**src/rtl/evt_window_sched_if.sv**
```systemverilog
// rtl/evt_window_sched_if.sv - result handshake bundle for evt_window_sched
interface evt_window_sched_if #(
    parameter int N_CH  = 4,
    parameter int CNT_W = 16
);
    localparam int CH_W = $clog2(N_CH);

    logic             result_valid_out;
    logic             result_ready_in;
    logic [CNT_W-1:0] result_count_out;
    logic [CH_W-1:0]  result_ch_out;
    logic             result_sat_out;

    modport master (
        output result_valid_out, result_count_out, result_ch_out, result_sat_out,
        input  result_ready_in
    );

    modport slave (
        input  result_valid_out, result_count_out, result_ch_out, result_sat_out,
        output result_ready_in
    );
endinterface

```
**src/rtl/evt_window_sched.sv**
```systemverilog
// rtl/evt_window_sched.sv - time-multiplexed windowed event counter over N channels
// Optional EVT_WINDOW_EDGE_EN: count rising edges of the selected strobe instead of high cycles.
module evt_window_sched #(
    parameter int N_CH  = 4,
    parameter int WIN_W = 20,
    parameter int CNT_W = 16
) (
    input  logic             clk_in,
    input  logic             rst_n_in,
    input  logic             start_in,
    input  logic             stop_in,
    input  logic             continuous_in,
    input  logic [WIN_W-1:0] window_len_in,
    input  logic [N_CH-1:0]  ch_mask_in,
    input  logic [N_CH-1:0]  evt_in,
    evt_window_sched_if.master res_if,
    output logic             busy_out,
    output logic             sweep_done_out
);
    localparam int CH_W = $clog2(N_CH);

    typedef enum logic [1:0] {S_IDLE, S_SELECT, S_COUNT, S_REPORT} state_t;

    state_t           r_state;
    state_t           w_next_state;
    logic [N_CH-1:0]  r_mask;
    logic             r_cont;
    logic [WIN_W-1:0] r_len;
    logic [WIN_W-1:0] r_timer;
    logic [CH_W-1:0]  r_ptr;
    logic [CNT_W-1:0] r_acc;
    logic             r_sat;
    logic             r_busy;
    logic             r_done;
    logic [N_CH-1:0]  w_above;
    logic             w_hs;
    logic             w_hit;

    function automatic logic [CH_W-1:0] lowest(input logic [N_CH-1:0] m);
        lowest = '0;
        for (int i = N_CH - 1; i >= 0; i--) begin
            if (m[i]) lowest = CH_W'(i);
        end
    endfunction

    always_comb begin
        w_above = '0;
        for (int i = 0; i < N_CH; i++) begin
            w_above[i] = r_mask[i] && (CH_W'(i) > r_ptr);
        end
    end

`ifdef EVT_WINDOW_EDGE_EN
    logic [N_CH-1:0] r_prev;

    always_ff @(posedge clk_in or negedge rst_n_in) begin
        if (!rst_n_in) r_prev <= '0;
        else           r_prev <= evt_in;
    end

    assign w_hit = evt_in[r_ptr] & ~r_prev[r_ptr];
`else
    assign w_hit = evt_in[r_ptr];
`endif

    assign w_hs = (r_state == S_REPORT) && res_if.result_ready_in;

    always_comb begin
        w_next_state = r_state;
        case (r_state)
            S_IDLE:   if (start_in && (|ch_mask_in)) w_next_state = S_SELECT;
            S_SELECT: w_next_state = S_COUNT;
            S_COUNT:  if (r_timer == '0) w_next_state = S_REPORT;
            S_REPORT: begin
                if (w_hs) begin
                    if ((|w_above) || r_cont) w_next_state = S_SELECT;
                    else                      w_next_state = S_IDLE;
                end
            end
            default:  w_next_state = S_IDLE;
        endcase
        if (stop_in) w_next_state = S_IDLE;
    end

    always_ff @(posedge clk_in or negedge rst_n_in) begin
        if (!rst_n_in) begin
            r_state <= S_IDLE;
            r_mask  <= '0;
            r_cont  <= 1'b0;
            r_len   <= '0;
            r_timer <= '0;
            r_ptr   <= '0;
            r_acc   <= '0;
            r_sat   <= 1'b0;
            r_busy  <= 1'b0;
            r_done  <= 1'b0;
        end else begin
            r_state <= w_next_state;
            r_busy  <= (w_next_state != S_IDLE);
            r_done  <= 1'b0;
            if (!stop_in) begin
                case (r_state)
                    S_IDLE: begin
                        if (start_in && (|ch_mask_in)) begin
                            r_mask <= ch_mask_in;
                            r_cont <= continuous_in;
                            r_len  <= (window_len_in == '0) ? WIN_W'(1) : window_len_in;
                            r_ptr  <= lowest(ch_mask_in);
                        end
                    end
                    S_SELECT: begin
                        r_acc   <= '0;
                        r_sat   <= 1'b0;
                        r_timer <= r_len - WIN_W'(1);
                    end
                    S_COUNT: begin
                        if (r_timer != '0) r_timer <= r_timer - WIN_W'(1);
                        // At full scale the count freezes and the saturation flag latches.
                        if (r_acc == '1) r_sat <= 1'b1;
                        else             r_acc <= r_acc + CNT_W'(w_hit);
                    end
                    S_REPORT: begin
                        if (w_hs) begin
                            if (|w_above) begin
                                r_ptr <= lowest(w_above);
                            end else begin
                                r_ptr  <= lowest(r_mask);
                                r_done <= 1'b1;
                            end
                        end
                    end
                    default: ;
                endcase
            end
        end
    end

    assign res_if.result_valid_out = (r_state == S_REPORT);
    assign res_if.result_count_out = r_acc;
    assign res_if.result_ch_out    = r_ptr;
    assign res_if.result_sat_out   = r_sat;
    assign busy_out                = r_busy;
    assign sweep_done_out          = r_done;
endmodule

```
**src/flat_wrapper.sv**
```systemverilog
// flat-port wrapper written by rule: the top's interface ports become plain ports
module evt_window_sched_flat 
#(
    parameter int N_CH  = 4,
    parameter int WIN_W = 20,
    parameter int CNT_W = 16
)
  (clk_in, rst_n_in, start_in, stop_in, continuous_in, window_len_in, ch_mask_in, evt_in, busy_out, sweep_done_out, res_if_result_valid_out, res_if_result_count_out, res_if_result_ch_out, res_if_result_sat_out, res_if_result_ready_in);
  evt_window_sched_if #(.N_CH(N_CH), .CNT_W(CNT_W)) res_if_i ();
  input  logic clk_in;
  input  logic rst_n_in;
  input  logic start_in;
  input  logic stop_in;
  input  logic continuous_in;
  input  logic [WIN_W-1:0] window_len_in;
  input  logic [N_CH-1:0] ch_mask_in;
  input  logic [N_CH-1:0] evt_in;
  output logic busy_out;
  output logic sweep_done_out;
  output wire logic [$bits(res_if_i.result_valid_out)-1:0] res_if_result_valid_out;
  output wire logic [$bits(res_if_i.result_count_out)-1:0] res_if_result_count_out;
  output wire logic [$bits(res_if_i.result_ch_out)-1:0] res_if_result_ch_out;
  output wire logic [$bits(res_if_i.result_sat_out)-1:0] res_if_result_sat_out;
  input wire logic [$bits(res_if_i.result_ready_in)-1:0] res_if_result_ready_in;
  assign res_if_result_valid_out = res_if_i.result_valid_out;
  assign res_if_result_count_out = res_if_i.result_count_out;
  assign res_if_result_ch_out = res_if_i.result_ch_out;
  assign res_if_result_sat_out = res_if_i.result_sat_out;
  assign res_if_i.result_ready_in = res_if_result_ready_in;
  evt_window_sched #(.N_CH(N_CH), .WIN_W(WIN_W), .CNT_W(CNT_W)) u_core (.clk_in(clk_in), .rst_n_in(rst_n_in), .start_in(start_in), .stop_in(stop_in), .continuous_in(continuous_in), .window_len_in(window_len_in), .ch_mask_in(ch_mask_in), .evt_in(evt_in), .res_if(res_if_i), .busy_out(busy_out), .sweep_done_out(sweep_done_out));
endmodule
```
**config.mk**
```make
export PLATFORM = sky130hd
export DESIGN_NAME = evt_window_sched_flat
export DESIGN_NICKNAME = d
export VERILOG_FILES = /design/src/rtl/evt_window_sched_if.sv /design/src/rtl/evt_window_sched.sv /design/src/flat_wrapper.sv
export SDC_FILE = /design/constraint.sdc
export NUM_CORES = 1
export LEC_CHECK = 0
export ABC_AREA = 1
export CAP_MARGIN = 15
export CORE_UTILIZATION = 45
export CTS_CLUSTER_DIAMETER = 30
export DETAILED_ROUTE_END_ITERATION = 8
export PLACE_DENSITY = 0.66
export SETUP_SLACK_MARGIN = 0.05
export SYNTH_ARGS = -nofsm -noshare
export SYNTH_HDL_FRONTEND = slang
export SYNTH_SLANG_ARGS = --single-unit
export TNS_END_PERCENT = 5
```
**constraint.sdc**
```tcl
create_clock -name clk_in -period 4.2 [get_ports clk_in]
set_clock_uncertainty 0.1 [all_clocks]
set_input_delay 0.63 -clock clk_in [delete_from_list [all_inputs] [get_ports clk_in]]
set_output_delay 0.63 -clock clk_in [all_outputs]
set_load 0.1 [all_outputs]
```
# Word-level counts from Yosys, hierarchy flattened
# Index checks and enable logic that the tools add are counted.
[totals] output_inout_bits=22 in_bits=34 regBits=68 elab_cells=84
[op_classes] n_reduce_logical=21 n_lt_le_gt_ge=5 addsub=3 eq_ne=9 n_mux=35 n_bitwise=1
[ops] op="zero test 20 bit" n=2
[ops] op="2-to-1 mux 20 bit" n=2
[ops] op="one-hot mux 20 bit (2 select lines)" n=1
[ops] op="subtractor 20 x 1 -> 20 bit, second input constant" n=2
[ops] op="2-to-1 mux 2 bit" n=19
[ops] op="one-hot mux 16 bit (2 select lines)" n=1
[ops] op="nonzero test 20 bit" n=1
[ops] op="adder 16 x 1 -> 16 bit" n=1
[ops] op="equality test 16 bit, second input constant" n=1
[ops] op="2-to-1 mux 16 bit" n=1
[ops] op="AND reduction 3 bit" n=4
[ops] op="!= test 2 x 1 -> 1 bit, second input constant" n=4
[ops] op="one-hot mux 2 bit (4 select lines)" n=1
[ops] op="OR reduction 4 bit" n=2
[ops] op="2-to-1 mux 1 bit" n=7
[ops] op="logical AND 1 bit" n=6
[ops] op="nonzero test 2 bit" n=3
[ops] op="equality test 2 bit, second input constant" n=2
[ops] op="> comparator 1 x 2 -> 1 bit, first input constant" n=2
[ops] op="> comparator 2 bit, first input constant" n=2
[ops] op="one-hot mux 2 bit (2 select lines)" n=1
[ops] op="AND reduction 4 bit" n=1
[ops] op="< comparator 2 x 3 -> 1 bit, second input constant" n=1
[ops] op="binary-select mux 1 bit (select 2 bit)" n=1
[ops] op="6 further kinds" n=6

# Longest topological paths before layout
# Gate-level depths: netlist of the first run.
[depth] word_depth=9 ltp_mapped=17 ltp_nobuf=16

# Worst setup path after synthesis of the first run
# OpenSTA, ideal clock, no wires.
[synth_path] path_type="register to register" startpoint="reg u_core.r_ptr[0], in the netlist u_core.res_if.result_ch_out[0]" endpoint="reg u_core.r_acc[14], in the netlist u_core.res_if.result_count_out[14]" stages_incl_launch_ff=11 path_slack_ns=1.566 setup_time_ns=0.083 required_time_ns=4.017 path_buffers=0 synth_period_minus_slack_ns=2.634 arrival_time_ns=2.451 path_cell_list="dfrtp_1 o21ai_0 o22ai_1 ha_1 ha_1 inv_1 nor3_1 nand3_1 nand2_1 nand3_1 o21ai_0"
[synth_via] elab_chain_len=5
[synth_lines] element="start: declaration" line_no="evt_window_sched.sv:30" rtl="logic [CH_W-1:0] r_ptr;"
[synth_lines] element="start signal: assignment" line_no="evt_window_sched.sv:108" rtl="r_ptr <= lowest(ch_mask_in);"
[synth_lines] element="start signal: assignment" line_no="evt_window_sched.sv:125" rtl="r_ptr <= lowest(w_above);"
[synth_lines] element="start signal: assignment" line_no="evt_window_sched.sv:127" rtl="r_ptr <= lowest(r_mask);"
[synth_lines] element="binary-select mux 1 bit (select 2 bit)" line_no="evt_window_sched.sv:63" rtl="assign w_hit = evt_in[r_ptr];"
[synth_lines] element="2-to-1 mux 1 bit (implied by the code)" line_no="evt_window_sched.sv:63"
[synth_lines] element="adder 16 x 1 -> 16 bit" line_no="evt_window_sched.sv:120" rtl="else r_acc <= r_acc + CNT_W'(w_hit);"
[synth_lines] element="2-to-1 mux 16 bit" line_no="evt_window_sched.sv:119" rtl="if (r_acc == '1) r_sat <= 1'b1;"
[synth_lines] element="one-hot mux 16 bit (2 select lines)" line_no="evt_window_sched.sv:102" rtl="case (r_state)"
[synth_lines] element="end signal: assignment" line_no="evt_window_sched.sv:120"
[synth_lines] element="end: declaration" line_no="evt_window_sched.sv:31" rtl="logic [CNT_W-1:0] r_acc;"
# No other way between the ends. The select of a mux whose other input is x is not followed.
# A chain may end at the register's enable or synchronous reset.

# Final worst setup path of the first run
[layout_path] startpoint="reg u_core.r_state[1]" endpoint="out res_if_result_valid_out"
[layout_via] elab_chain_len=1
[layout_lines] element="start: declaration" line_no="evt_window_sched.sv:24" rtl="state_t r_state;"
[layout_lines] element="start signal: assignment" line_no="evt_window_sched.sv:98" rtl="r_state <= w_next_state;"
[layout_lines] element="equality test 2 bit" line_no="evt_window_sched.sv:138" rtl="assign res_if.result_valid_out = (r_state == S_REPORT);"
[layout_lines] element="end: declaration" line_no="flat_wrapper.sv:20" rtl="output wire logic [$bits(res_if_i.result_valid_out)-1:0] res_if_result_valid_out;"
# No other way between the ends.

==> results of run 1 <==
-- flip-flops by register name, summed over array words and instances, names as in the netlist --
register,count
u_core.r_mask,4
u_core.r_state,2
u_core.r_len,20
u_core.r_cont,1
u_core.sweep_done_out,1
u_core.res_if.result_sat_out,1
u_core.busy_out,1
u_core.res_if.result_count_out,16
u_core.r_timer,20
u_core.res_if.result_ch_out,2
-- layer usage --
layer  up-vias  GRT usage  part of all wire
li1       2053          -                 -
met1      1814      0.330              0.51
met2       125      0.345              0.43
met3        10     0.0553             0.056
met4         0     0.0608             0.010
met5         -          0                 0
-- kinds of logic after synthesis --
logic type               synth area share
XOR/XNOR                           0.0335
adder cells (fa/ha/maj)            0.0239
flip-flops                          0.407
AND/OR/NAND/NOR                     0.359
buffers and inverters              0.0840
AO/OA/AOI/OAI                      0.0927
-- critical path, cell delays in order, from the launching register on --
cell             delay [ns]
dfrtp_1                0.41
ha_1                   0.31
clkdlybuf4s50_1        1.18
-- placed cells by master (no fill, tap or decap), types with 2 or more instances in the layout --
| cell | netlist | final |
|---|---|---|
| clkinvlp_4 | 0 | 2 |
| clkinv_2 | 0 | 2 |
| o21bai_1 | 2 | 2 |
| clkbuf_8 | 0 | 9 |
| a21oi_1 | 9 | 9 |
| nor4_1 | 2 | 2 |
| xor2_1 | 15 | 15 |
| inv_2 | 2 | 2 |
| nand4_1 | 7 | 7 |
| nor2_1 | 63 | 63 |
| o21ai_1 | 8 | 8 |
| clkdlybuf4s50_1 | 0 | 54 |
| nor3_1 | 10 | 10 |
| o21ai_0 | 45 | 45 |
| a31oi_1 | 2 | 2 |
| inv_1 | 68 | 68 |
| buf_4 | 1 | 4 |
| ha_1 | 8 | 8 |
| nor2_2 | 5 | 5 |
| clkinv_4 | 0 | 2 |
| dfrtp_1 | 68 | 68 |
| nand3_1 | 42 | 42 |
| nand2_1 | 233 | 233 |
-- path summary, 6_finish.rpt --
kind / slack (ns) / depth (start not counted) / start / end
min in group clk_in: 0.37 / 2 / u_core.r_cont$_DFFE_PN0P_ / u_core.r_cont$_DFFE_PN0P_
worst min register to register: 0.37 / 2 / u_core.r_cont$_DFFE_PN0P_ / u_core.r_cont$_DFFE_PN0P_
worst max register to register: 1.26 / 16 / u_core.r_state[0]$_DFF_PN0_ / u_core.r_timer[16]$_DFFE_PN0P_
max in group asynchronous: 2.77 / 2 / rst_n_in / u_core.r_timer[8]$_DFFE_PN0P_
worst min-delay path: 0.28 / 1 / rst_n_in / u_core.res_if.result_count_out[4]$_DFFE_PN0P_
worst max-delay path: 1.22 / 2 / u_core.r_state[1]$_DFF_PN0_ / res_if_result_valid_out
-- power by group --
| part | internal (mW) | leakage (nW) | total, mW | switching (mW) |
|---|---|---|---|---|
| registers | 0.899 | 0.879 | 1.08 | 0.178 |
| clock network | 0.210 | 0.0811 | 0.480 | 0.270 |
| logic | 0.551 | 1.42 | 1.83 | 1.28 |
| total | 1.66 | 2.38 | 3.39 | 1.73 |
-- final cells by class --
class | count | area, µm²
fill | 877 | 3870
multi-input combinational | 462 | 2130
sequential | 68 | 1700
timing repair buffer | 59 | 576
inverter | 70 | 263
tap | 108 | 135
clock buffer | 9 | 124
clock inverter | 6 | 42.5
-- cell usage after synthesis, drive strengths merged --
cell type / count / area, µm²
nand2: 233 / 875
inv: 70 / 263
nor2: 69 / 279
dfrtp: 68 / 1700
o21ai: 54 / 274
nand3: 42 / 210
xor2: 15 / 131
buf: 12 / 73.8
nor3: 12 / 76.3
a21oi: 9 / 45.0
ha: 8 / 100
nand4: 7 / 43.8
clkbuf: 4 / 15.0
a31oi: 2 / 12.5
nor4: 2 / 12.5
o21bai: 2 / 15.0
a211oi: 1 / 7.51
a21boi: 1 / 11.3
a31o: 1 / 8.76
nand3b: 1 / 7.51
o211ai: 1 / 7.51
o22ai: 1 / 6.26
xnor2: 1 / 8.76
-- through the flow --
| stage | worst slack (ns) | area (µm²) | utilization | total power, mW | hold WS (ns) |
|---|---|---|---|---|---|
| after floorplan | 1.57 | 4190 | - | 2.46 | 0.234 |
| after global placement | 1.18 | 4810 | 0.543 | 2.88 | 0.358 |
| after detailed placement | 1.13 | 4810 | 0.543 | 2.90 | 0.356 |
| after CTS | 1.17 | 4970 | 0.562 | 3.39 | 0.315 |
| after global routing | 1.02 | 4970 | 0.562 | 3.70 | 0.358 |
| final | 1.22 | 4970 | 0.562 | 3.39 | 0.280 |
==> flow_summary.ini, run 1 <==
[global_route]
antenna_found_initial = 0
grt_usage = 0.229
grt_pass1_vias = 3605
grt_max_degree = 37
grt_pass1_wl_um = 17400
overflow = 0

[synth]
yosys_register_bits = 68
yosysSeqAreaShare = 0.407
synth_fp_nets = 658
synth_area_per_cell_um2 = 6.79
syn_inst = 616
synth_area_um2 = 4190
synth_cell_types = 33
yosys_warnings = 0

[cells_and_area]
area_delta_synth_final_pct = 18.8
drive_above_1_share = 0.0490
final_net_count = 712
layoutNonFillerInstCount = 782
n_antenna_cell = 0

[status]
violations = design-rule violations
status = finished with violations

[clocking]
cts-root-buf = clkbuf_8
cts_setup_buffers = 0
cts_sinks = 68
cts_max_level = 3
post_cts_resized = 0
clk_pin_slew_ns = 0.08
cts_tree = done
cts_hold_buffers = 0
worstSkewPairLatency_ns = 0.35
numCtsBuffers = 9
cts_buffer_depth = 2

[worst_setup_path]
critPathRequiredTime_ns = 3.47
arrival_ns = 2.25
critPathKind = flop to output pin
cp-end-kind = output pin
path_max_fanout = 5
start_kind = flop

[timing]
slew_headroom = 0.350
fmax_mhz = 335
min_period_ns = 2.98
fin_setup_tns_ns = 0
finalCritPeriodShare = 0.711
worst_slew_pin_slew_ns = 0.971
finalMaxSlewViolations = 0
setup_viol = 0
hold_viol_final = 0
rsz0062_at_grt = no

[detailed_routing]
detail-route-antenna-nets = 0
vias = 4002
routedWlPerCell_um = 13.3
viasPerCell = 5.12
drc = 3
dr.pass1.iters = 7
drt_iter0_drc = 244
wirelength_um = 10400

[place]
gp_congestion = 0.910
place_hpwl_um = 7720
dpl.cell_count = 767
io_buffers = 55

[die]
core_um2 = 8850
initial_core_util = 0.473
num_io_pins = 56
die_y_um = 98.4
die_area_um2 = 9690
fp.dieW_um = 98.4
row_count = 34

[power_and_ir_drop]
p_leak_nw = 2.38
ir_worst_vdd_v = 0.000272
power.density_nw_per_um2 = 681

[min_path]
hold_class = primary input to async pin

[job]
maxCapViolCount = 0
Power figures use the tool's default switching activity.
==> inputs of run 2 (changes only) <==
==> constraint.sdc (replaced) <==
create_clock -name clk_in -period 3 [get_ports clk_in]
set_clock_uncertainty 0.1 [all_clocks]
set_input_delay 0.45 -clock clk_in [delete_from_list [all_inputs] [get_ports clk_in]]
set_output_delay 0.45 -clock clk_in [all_outputs]
set_load 0.1 [all_outputs]
==> run 2 against run 1 <==
Effect of this change:
- the run still ends with design-rule violations left
- sequential share of layout area is 0.25 points lower
- via count is 0.72% lower
- non-clock buffer count is 7 higher
- largest power group unchanged
- highest routed layer unchanged
==> flow_summary.ini, run 2 (synthesis results as in run 1) <==
[cells_and_area]
regArea_um2 = 1700
final_cell_mix = nand2_1 (233), inv_1 (68), dfrtp_1 (68), nor2_1 (63), o21ai_0 (45)
multi_input_area_um2 = 2130
fillers = 856
layoutNonFillerInstCount = 790
drive_above_1_share = 0.0894
final_common_cell = nand2_1
n_antenna_cell = 0
area_delta_synth_final_pct = 19.7
final_net_count = 719

[worst_setup_path]
slowest_delay_ns = 0.38
start_kind = flop
arrival_ns = 2.67
cp-end-kind = flop
path_max_fanout = 15
path_cells = inv_1 > ha_1 > buf_4 > o21ai_2 > ha_1 > inv_1 > nor2_1 > nand2_1 > nor2_4 > nand2_1 > nand2_1 > nand2_1 > nand2_1 > nand2_1
critPathRequiredTime_ns = 3.14
cpMaxStageDelayCell = dfrtp_1
critPathKind = flop to flop
cp_common_cell = nand2_1

[status]
status = finished with violations
violations = design-rule violations

[timing]
setup_viol = 0
rsz0062_at_grt = no
slew_headroom = 0.486
finalCritPeriodShare = 0.843
min_period_ns = 2.53
worst_slew_pin_slew_ns = 0.770
fin_setup_tns_ns = 0
hold_viol_final = 0
finalMaxSlewViolations = 0
fmax_mhz = 396

[clocking]
cts_tree = done
cts_sinks = 68
worstSkewPairLatency_ns = 0.34
cts_buffer_depth = 2
numCtsBuffers = 9
cts_setup_buffers = 0
cts-root-buf = clkbuf_8
clk_pin_slew_ns = 0.08
cts_max_level = 3

[power_and_ir_drop]
power.density_nw_per_um2 = 970
p_leak_nw = 2.48
ir_worst_vdd_v = 0.000398

[detailed_routing]
dr.pass1.iters = 9
routedWlPerCell_um = 12.7
viasPerCell = 5.03
detail-route-antenna-nets = 0
wirelength_um = 10100
drc = 2
vias = 3973
drt_iter0_drc = 162

[place]
gp_congestion = 0.902
io_buffers = 55
place_hpwl_um = 7560
dpl.cell_count = 773

[global_route]
grt_pass1_vias = 3647
grt_usage = 0.223
grt_max_degree = 33
overflow = 0
antenna_found_initial = 0
grt_pass1_wl_um = 17100

[die]
initial_core_util = 0.473
row_count = 34
die_y_um = 98.4
num_io_pins = 56
core_um2 = 8850
fp.dieW_um = 98.4
die_area_um2 = 9690

[min_path]
hold_class = flop to flop

[job]
maxCapViolCount = 0
## run 2: cell types whose count changed in the layout (fill, tap and decap cells not counted), sizes merged
cell,delta
clkdlybuf4s50,-22
clkinvlp,-1
bufinv,+1
dlygate4sd3,+1
clkinv,-2
clkbuf,+3
buf,+28
## run 2: layout make-up
class | instances | share of cell area
Clock buffer | 12 | 0.0310
Clock inverter | 4 | 0.00949
Inverter | 70 | 0.0524
Multi-Input combinational cell | 462 | 0.426
Sequential cell | 68 | 0.340
Tap cell | 108 | 0.0270
Timing Repair Buffer | 66 | 0.115
## run 2: metrics by stage
stage          utilization  power, mW  instance area [µm²]  setup WS [ns]  hold slack, ns
3_3_place_gp         0.542       4.03                 4800          0.428           0.358
6_report             0.566       4.86                 5010          0.472           0.378
5_1_grt              0.566       5.32                 5010          0.149           0.404
4_1_cts              0.566       4.87                 5010          0.468           0.385
3_5_place_dp         0.542       4.07                 4800          0.364           0.356
2_1_floorplan            -       3.44                 4190          0.366          0.0544
## run 2: path summary, 6_finish.rpt
kind	startpoint	to	slack (ns)	depth (start not counted)
max	u_core.r_state[0]$_DFF_PN0_	u_core.r_timer[16]$_DFFE_PN0P_	0.47	14
min	u_core.r_cont$_DFFE_PN0P_	u_core.r_cont$_DFFE_PN0P_	0.38	2
max reg2reg	u_core.r_state[0]$_DFF_PN0_	u_core.r_timer[16]$_DFFE_PN0P_	0.47	14
min reg2reg	u_core.r_cont$_DFFE_PN0P_	u_core.r_cont$_DFFE_PN0P_	0.38	2
max in group asynchronous	rst_n_in	u_core.r_len[12]$_DFFE_PN0P_	1.53	3
min in group asynchronous	rst_n_in	u_core.res_if.result_count_out[3]$_DFFE_PN0P_	0.51	2
## run 2: timing repair
action / in CTS / in global routing
resized for setup: 0 / 0
hold buffers: 1 / 0
hold endpoints to repair: 20 / 0
## run 2: metal layers
metal	vias up	GRT usage	part of all wire
li1	2062	-	-
met1	1806	0.327	0.51
met2	91	0.334	0.42
met3	14	0.0418	0.048
met4	0	0.0666	0.014
met5	-	0	0
## run 2: critical path, delay by kind of cell (launching register included)
family,cells,cell delay (ns)
AND/OR/NAND/NOR,8,0.89
flip-flops,1,0.38
buffers and inverters,3,0.38
adder cells (fa/ha/maj),2,0.47
AO/OA/AOI/OAI,1,0.21
## run 2: report_power, final
group | internal (mW) | switching [mW] | total (mW)
sequential | 1.26 | 0.222 | 1.48
combinational | 0.804 | 1.80 | 2.60
clock | 0.427 | 0.355 | 0.782
